**config.mk**
```make
export PLATFORM = sky130hd
export DESIGN_NAME = fifo_word_serializer
export DESIGN_NICKNAME = d
export VERILOG_FILES = /design/src/rtl/fifo_ser_pkg.sv /design/src/rtl/piso_shift_reg.sv /design/src/rtl/fifo_word_serializer.sv
export SDC_FILE = /design/constraint.sdc
export NUM_CORES = 1
export LEC_CHECK = 0
export CAP_MARGIN = 20
export CORE_ASPECT_RATIO = 0.75
export CORE_MARGIN = 5
export CORE_UTILIZATION = 40
export DETAILED_ROUTE_END_ITERATION = 8
export PLACE_DENSITY = 0.73
export SLEW_MARGIN = 20
export SYNTH_ARGS = -nofsm -noshare
export SYNTH_HDL_FRONTEND = slang
export SYNTH_HIERARCHICAL = 1
export SYNTH_SLANG_ARGS = --single-unit
```
**constraint.sdc**
```tcl
create_clock -name clk -period 1.5 [get_ports clk]
set_input_delay 0.3 -clock clk [delete_from_list [all_inputs] [get_ports clk]]
set_output_delay 0.3 -clock clk [all_outputs]
set_load 0.05 [all_outputs]
```
**src/rtl/fifo_ser_pkg.sv**
```systemverilog
// Shared types and default constants for the FIFO word serializer.
//   ser_state_e : serializer FSM states (IDLE, SHIFT, GAP)
//   DEF_DATA_W  : default FIFO word width / serial frame length
//   DEF_CNT_W   : default width of the sent-word counter
package fifo_ser_pkg;

    localparam int unsigned DEF_DATA_W = 16;
    localparam int unsigned DEF_CNT_W  = 16;

    typedef enum logic [1:0] {
        IDLE  = 2'd0,
        SHIFT = 2'd1,
        GAP   = 2'd2
    } ser_state_e;

endpackage

```
**src/rtl/piso_shift_reg.sv**
```systemverilog
// Parallel-in / serial-out shift register.
//   clk, rst_n : clock, asynchronous active-low reset
//   load       : capture load_data (has priority over shift)
//   load_data  : parallel word
//   shift      : advance by one bit toward the serial output
//   ser_bit    : current serial bit (MSB or LSB of the register per MSB_FIRST)
module piso_shift_reg #(
    parameter int unsigned W         = 16,
    parameter bit          MSB_FIRST = 1'b1
) (
    input  logic         clk,
    input  logic         rst_n,
    input  logic         load,
    input  logic [W-1:0] load_data,
    input  logic         shift,
    output logic         ser_bit
);

    logic [W-1:0] shreg_q;

    // Register: load wins over shift; vacated positions fill with zero.
    always_ff @(posedge clk or negedge rst_n) begin
        if (!rst_n) begin
            shreg_q <= '0;
        end else if (load) begin
            shreg_q <= load_data;
        end else if (shift) begin
            if (MSB_FIRST) begin
                shreg_q <= {shreg_q[W-2:0], 1'b0};
            end else begin
                shreg_q <= {1'b0, shreg_q[W-1:1]};
            end
        end
    end

    assign ser_bit = MSB_FIRST ? shreg_q[W-1] : shreg_q[0];

endmodule

```
**src/rtl/fifo_word_serializer.sv**
```systemverilog
// Pops 16-bit words from a first-word-fall-through FIFO and streams them
// out bit-serially on a valid/ready link with start/end-of-word markers,
// followed by an optional idle gap.
//   clk, rst_n     : clock, asynchronous active-low reset
//   enable         : permits new pops (a word in progress always finishes)
//   fifo_empty     : FIFO empty flag
//   fifo_data      : FIFO head word, valid while !fifo_empty
//   fifo_wr_active : FIFO writer commits this cycle (reads would be dropped)
//   fifo_rd_en     : pop request, only ever asserted in IDLE
//   tx_valid       : tx_bit valid
//   tx_ready       : downstream accepts tx_bit
//   tx_bit         : serial data bit
//   tx_sof/tx_eof  : first / last bit of the word
//   busy           : FSM not in IDLE
//   word_count     : words fully sent, wraps modulo 2^CNT_W
module fifo_word_serializer
    import fifo_ser_pkg::*;
#(
    parameter int unsigned DATA_W     = DEF_DATA_W,
    parameter int unsigned MSB_FIRST  = 1,
    parameter int unsigned GAP_CYCLES = 2,
    parameter int unsigned CNT_W      = DEF_CNT_W
) (
    input  logic              clk,
    input  logic              rst_n,
    input  logic              enable,
    input  logic              fifo_empty,
    input  logic [DATA_W-1:0] fifo_data,
    input  logic              fifo_wr_active,
    output logic              fifo_rd_en,
    output logic              tx_valid,
    input  logic              tx_ready,
    output logic              tx_bit,
    output logic              tx_sof,
    output logic              tx_eof,
    output logic              busy,
    output logic [CNT_W-1:0]  word_count
);

    localparam int unsigned BIT_W    = (DATA_W > 1) ? $clog2(DATA_W) : 1;
    localparam int unsigned GAP_W    = (GAP_CYCLES > 1) ? $clog2(GAP_CYCLES) : 1;
    localparam int unsigned GAP_LOAD = (GAP_CYCLES > 0) ? GAP_CYCLES - 1 : 0;
    localparam int unsigned LAST_BIT = DATA_W - 1;

    ser_state_e        state_q, state_d;
    logic [BIT_W-1:0]  bit_cnt_q, bit_cnt_d;
    logic [GAP_W-1:0]  gap_cnt_q, gap_cnt_d;
    logic [CNT_W-1:0]  word_count_q, word_count_d;

    logic load_c;
    logic shift_c;
    logic pop_c;
    logic ser_bit;
    logic first_bit_c;
    logic last_bit_c;

    assign first_bit_c = (bit_cnt_q == '0);
    assign last_bit_c  = (bit_cnt_q == BIT_W'(LAST_BIT));

    piso_shift_reg #(
        .W         (DATA_W),
        .MSB_FIRST (MSB_FIRST != 0)
    ) u_shreg (
        .clk       (clk),
        .rst_n     (rst_n),
        .load      (load_c),
        .load_data (fifo_data),
        .shift     (shift_c),
        .ser_bit   (ser_bit)
    );

    // State and counter registers.
    always_ff @(posedge clk or negedge rst_n) begin
        if (!rst_n) begin
            state_q      <= IDLE;
            bit_cnt_q    <= '0;
            gap_cnt_q    <= '0;
            word_count_q <= '0;
        end else begin
            state_q      <= state_d;
            bit_cnt_q    <= bit_cnt_d;
            gap_cnt_q    <= gap_cnt_d;
            word_count_q <= word_count_d;
        end
    end

    // Next-state, counters and link outputs.
    always_comb begin
        state_d      = state_q;
        bit_cnt_d    = bit_cnt_q;
        gap_cnt_d    = gap_cnt_q;
        word_count_d = word_count_q;
        load_c       = 1'b0;
        shift_c      = 1'b0;
        pop_c        = 1'b0;
        tx_valid     = 1'b0;
        tx_bit       = 1'b0;
        tx_sof       = 1'b0;
        tx_eof       = 1'b0;

        unique case (state_q)
            IDLE: begin
                // Never pop while the writer owns the FIFO this cycle: the read would be dropped.
                pop_c = rst_n & enable & ~fifo_empty & ~fifo_wr_active;
                if (pop_c) begin
                    load_c    = 1'b1;
                    bit_cnt_d = '0;
                    state_d   = SHIFT;
                end
            end

            SHIFT: begin
                tx_valid = 1'b1;
                tx_bit   = ser_bit;
                tx_sof   = first_bit_c;
                tx_eof   = last_bit_c;
                if (tx_ready) begin
                    shift_c   = 1'b1;
                    bit_cnt_d = bit_cnt_q + BIT_W'(1);
                    if (last_bit_c) begin
                        bit_cnt_d    = '0;
                        word_count_d = word_count_q + CNT_W'(1);
                        if (GAP_CYCLES == 0) begin
                            state_d = IDLE;
                        end else begin
                            state_d   = GAP;
                            gap_cnt_d = GAP_W'(GAP_LOAD);
                        end
                    end
                end
            end

            GAP: begin
                if (gap_cnt_q == '0) begin
                    state_d = IDLE;
                end else begin
                    gap_cnt_d = gap_cnt_q - GAP_W'(1);
                end
            end

            default: begin
                state_d = IDLE;
            end
        endcase
    end

    assign fifo_rd_en = pop_c;
    assign busy       = (state_q != IDLE);
    assign word_count = word_count_q;

endmodule

```
Yosys cells after proc, flatten, opt, wreduce, memory -nomap -nowiden. Index checks and enable logic that the tools add are counted.

Register bits after elaboration: 39. Latch bits: 0. RAM bits: 0. ROM bits: 0. Input port bits: 22. Output and inout bits: 22. Word-level logic and storage cells: 54. Memories: 0.

$add $sub $neg: 3. $mul: 0. Div/mod/pow operators: 0. Order comparisons: 0. Equality and inequality tests: 7. Shift-type cells: 0. Multiplexer cells: 24. Bitwise logic cells: 5. Reductions and logical operators: 10.

Operators by type and width (count): 16-bit two-way mux (2); 16-bit by 1-bit adder with 16-bit output (second input constant) (1); 1-bit two-way mux (12); 4-bit two-way mux (3); 3-bit AND reduction (3); 2-bit two-way mux (4); 2-bit inequality test (second input constant) (4); 4-bit case mux with 2 select lines (1); 2-bit nonzero test (4); 2-bit case mux with 3 select lines (1); 4-bit by 1-bit adder with 4-bit output (second input constant) (1); 4-bit == test (second input constant) (1); 4-bit logical NOT (1); 4-bit AND reduction (1); 1-bit bitwise AND (3); 2-bit by 1-bit == test with 1-bit output (second input constant) (1); 2-bit == test (second input constant) (1); 2-bit logical NOT (1); 1-bit inverter (2); 1-bit case mux with 2 select lines (1); 1-bit subtractor (second input constant) (1).

Depth between registers and ports, before layout.
Word-level depth: 6. Mapped depth: 6. Gate-level depth less buffers: 5.

Hierarchy. The synthesis kept the hierarchy.

By module, submodules not included: fifo_word_serializer (times used 1, cells an instance 113, area each 1166.1 sq um, seq. area each 575.6 sq um); piso_shift_reg (times used 1, cells an instance 69, area each 742.0 sq um, seq. area each 400.4 sq um).

Least setup slack after synthesis. No wires, ideal clock.

Path type: reg-to-output. Start: reg state_q[1]. End: out tx_sof. Arrival: 2337 ps. Required time: 1200 ps. Setup slack: -1137 ps. Stages on the path, launching flop included: 4. Buffers on the path: 1. Path through: dfrtp_1 -> nand2b_1 -> buf_2 -> nor4b_1.

Word-level cells in the longest chain between the ends: 2.

Ends and longest elaborated chain: start, declared (line fifo_word_serializer.sv:45) `ser_state_e state_q, state_d;`; start signal, assigned (line fifo_word_serializer.sv:80) `state_q <= state_d;`; 2-bit by 1-bit == test with 1-bit output (line fifo_word_serializer.sv:101) `unique case (state_q)`; 1-bit two-way mux (line fifo_word_serializer.sv:101); end, declared (line fifo_word_serializer.sv:34) `output logic tx_sof,`.

Every way passes these cells.

Final worst setup path.
Start: reg state_q[1]. End: out fifo_rd_en.

Word-level cells in the longest chain between the ends: 2.

Ends and longest elaborated chain: 2-bit logical NOT (line fifo_word_serializer.sv:101); 1-bit two-way mux (line fifo_word_serializer.sv:101); end, declared (line fifo_word_serializer.sv:30) `output logic fifo_rd_en,`.

Every way passes these cells.

==> impl_results.md <==
* Max Transition Viols Final at 0
* Placer's final routability congestion estimate at 0.737
* Worst Path Buf+Inv at 1
* Die height at 69.8 um
* Count of buffers inserted at the top-level ports at 43
* Die X at 89.8 um
* VDD IR-drop max at 0.00109 V
* Leading cell type in the layout, fill and taps excluded: sky130_fd_sc_hd__dfrtp_1
* Post-synth ARST share at 100%
* Initial antenna violation count at 0
* Ant diodes at 0
* Maximum level of the CTS H-tree at 2
* Run status: complete, but fails checks
* Number of nets still failing antenna checks after routing at 0
* Worst Path Required at 1200 ps
* Library cell with the largest summed area after synthesis: sky130_fd_sc_hd__dfrtp_1
* Residual DRC at 0
* Wire length of the first global-routing pass at 7640 um
* Clock transition time at the flip-flop clock pins of the worst setup and hold paths at 80 ps
* Effective utilization at floorplan at 42.0%
* Final Hold Vio Count at 0
* Worst setup SP type: register
* Maximum clock path buffer count at 2
* Crit path setup slack, layout at -214 ps
* FF-to-FF setup slack at -70 ps
* Average detailed-routed wire length per instance at 14.7 um
* Most used DFF post-synth: sky130_fd_sc_hd__dfrtp_1
* Worst min-delay path category: input pin to async pin
* Portion of the clock cycle consumed by the worst path in the final layout at 114%
* Power density cells at 1210 nW/um^2
* Sequential fraction of the synthesis area at 51.1%
* Congestion Overflow GR at 0
* Sort of element at the end of the critical path: output port
* Top-area cell type share of the netlist area at 51.1%
* Overall via count from detail_route at 1,555
* Count of flip-flops with a built-in enable after synthesis at 0
* Worst slew margin relative to its limit at 74.7%
* Launch point of the critical path: state_q[1]$_DFFE_PN0P_
* Synth area leaders: sky130_fd_sc_hd__dfrtp_1 (51%), sky130_fd_sc_hd__mux2i_1 (7.9%), sky130_fd_sc_hd__nand2_1 (5.9%), sky130_fd_sc_hd__xor2_1 (3.7%), sky130_fd_sc_hd__xnor2_1 (3.2%)
* Cell class contributing the biggest share of worst-path delay: simple AND/OR/NAND/NOR gates
* Stages on worst setup path at 3
* Final WL at 4600 um
* Crit Path Class: register to output port
* GRT Total Usage at 14.7%
* Clock buffer count from CTS at 5
* Max Clk Rate at 0.584 GHz
* Cell with the largest stage delay on the worst path: sky130_fd_sc_hd__dfrtp_2
* Area occupied by multi-input gates at 985 um^2
* Maximum fanout encountered on the critical timing path at 4
* Standby leakage power at 1.43 nW
* Pin count of the biggest net entering global routing at 31
* DR vias/cell at 4.95
* Core region area at 4550 um^2
* Net count after synthesis at 207
* Number of search-and-repair iterations in the first detailed-routing pass at 4
* Yosys reg bits at 39
* I/O pins at 44
* Gate count of the mapped netlist at 182
* End of the worst register-to-register path: bit_cnt_q[3]$_DFFE_PN0P_
* Clock latency on the worst-skew pair at 290 ps
* Mean post-synth cell area at 10.5 um^2
* Fillcell total at 327
* Die footprint at 6270 um^2
* DRC marker count from the first detailed-route iteration at 36
* Final setup vio count at 25
* CP Cell Sequence: nor4_4 > and3_4 > buf_12
* Setup repair after global routing missed its margin: yes
* Number of distinct standard cells referenced by the synthesized netlist at 33
* R2r worst-path depth at 7
* TritonCTS clock tree: done
* Sequential cell area at 981 um^2
* Stage delay of the slowest cell on the critical path at 440 ps
* Worst Hold Margin at 106 ps
* Number of placement rows at 21
* Number of sinks handled by clock tree synthesis at 39
* Most frequent cells in the layout: sky130_fd_sc_hd__dfrtp_1 (35), sky130_fd_sc_hd__nand2_1 (30), sky130_fd_sc_hd__buf_12 (26)
* Yosys warning total at 6
* Reg-to-reg startpoint: state_q[0]$_DFFE_PN0P_
* Share of cells above drive strength 1 at 37.4%
* Worst clock skew at 7.49 ps
* Via count of the first global-routing pass at 1,620
* Layout net count at 281
* Violated checks: negative setup slack
* Post-Route Setup TNS at -1730 ps
* Crit path capture: fifo_rd_en
* Finished layout cell area at 3230 um^2
* Post-Syn Area at 1910 um^2
* Area Overhead vs Synth at 69.1%
* Worst-margin pin slew at 380 ps
* Master cell of the clock root buffer: sky130_fd_sc_hd__clkbuf_8
* Max Cap Violations at 0
* HPWL Detailed at 3080 um
* Tmin final at 1710 ps
* Post-detailed-placement cell area at 2760 um^2
* Arrival time of data at the critical path endpoint at 1410 ps
==> worst reg2reg max path, stage by stage (launching register included) <==
cell	delay [ps]
sky130_fd_sc_hd__dfrtp_1	420
sky130_fd_sc_hd__buf_6	130
sky130_fd_sc_hd__and3b_2	240
sky130_fd_sc_hd__buf_12	150
sky130_fd_sc_hd__a31oi_4	240
sky130_fd_sc_hd__buf_4	180
sky130_fd_sc_hd__o21ai_2	50
sky130_fd_sc_hd__o41ai_2	60
==> cells in the mapped netlist (all sizes together), types with 2 or more instances <==
library cell  count
and2              3
and3              6
and4              2
buf               7
dfrtp            39
ha                3
inv               5
mux2i            15
nand2            30
nand2b            2
nand3             8
nand4             3
nor2             11
nor4              2
o21ai            21
or2               2
xnor2             7
xor2              8
==> per-stage QoR <==
stage | total power (W) | util (%) | cells | worst slack [ps]
finish | 0.00391 | 71.0 | 314 | -214
global route | 0.00414 | 71.0 | 314 | -273
CTS | 0.00375 | 66.2 | 307 | -222
detailed placement | 0.00275 | 60.6 | 290 | -248
global placement | 0.00271 | 60.6 | 290 | -201
floorplan | 0.00224 | - | 182 | -113
==> report_power, final <==
part	internal [W]	switching [W]	leakage, nW	total, W
logic	0.000870	0.000703	0.875	0.00157
clock network	0.000495	0.000383	0.0581	0.000879
registers	0.00129	0.000172	0.501	0.00146
total	0.00266	0.00126	1.43	0.00391
==> sequential cells by signal, summed over array words and instances (netlist names) <==
signal and cells:
state_q 2, gap_cnt_q 1, bit_cnt_q 4, word_count 16, u_shreg/shreg_q 16
==> cell families after synthesis <==
| logic type | synth area share [%] |
|---|---|
| DFF | 51.1 |
| muxes | 7.87 |
| AOI/OAI and AO/OA | 7.74 |
| xor gates and xnor gates | 6.89 |
| and+or+nand+nor | 19.9 |
| buffers and inverters | 4.46 |
| adders and majority gates | 1.97 |
==> worst min-delay path by stage <==
stage,from,endpoint,cells past startpoint
3_3_place_gp,rst_n,word_count[13]$_DFFE_PN0P_,2
2_1_floorplan,rst_n,bit_cnt_q[0]$_DFFE_PN0P_,0
3_5_place_dp,rst_n,word_count[13]$_DFFE_PN0P_,2
4_1_cts,rst_n,u_shreg/shreg_q[15]$_DFFE_PN0P_,2
6_report,rst_n,u_shreg/shreg_q[15]$_DFFE_PN0P_,2
5_1_grt,rst_n,u_shreg/shreg_q[9]$_DFFE_PN0P_,2
==> routing by layer <==
layer	vias up	GRT usage, %	part of all wire [%]
li1	766	-	-
met1	739	20.3	46
met2	47	21.9	47
met3	3	4.88	5.8
met4	0	4.36	0.46
met5	-	0	0
==> layout make-up <==
cell class              count  share of cell area, %
repair buffers             75                   32.7
multi-input cells         130                   30.5
flip-flops and latches     39                   30.4
well taps                  57                   2.21
clock buffers               5                   2.13
clock inverters             3                   1.36
inverters                   5                  0.698
==> repair_timing <==
action / 4_1_cts / 5_1_grt
pin swaps: 4 / 8
cloned: 1 / 3
setup endpoints to repair: 18 / 35
resized for setup: 14 / 36
setup buffers: 7 / 5
hold buffers: 1 / 0
hold endpoints to repair: 3 / 0
Note: power is estimated with default switching activity, not from simulation.
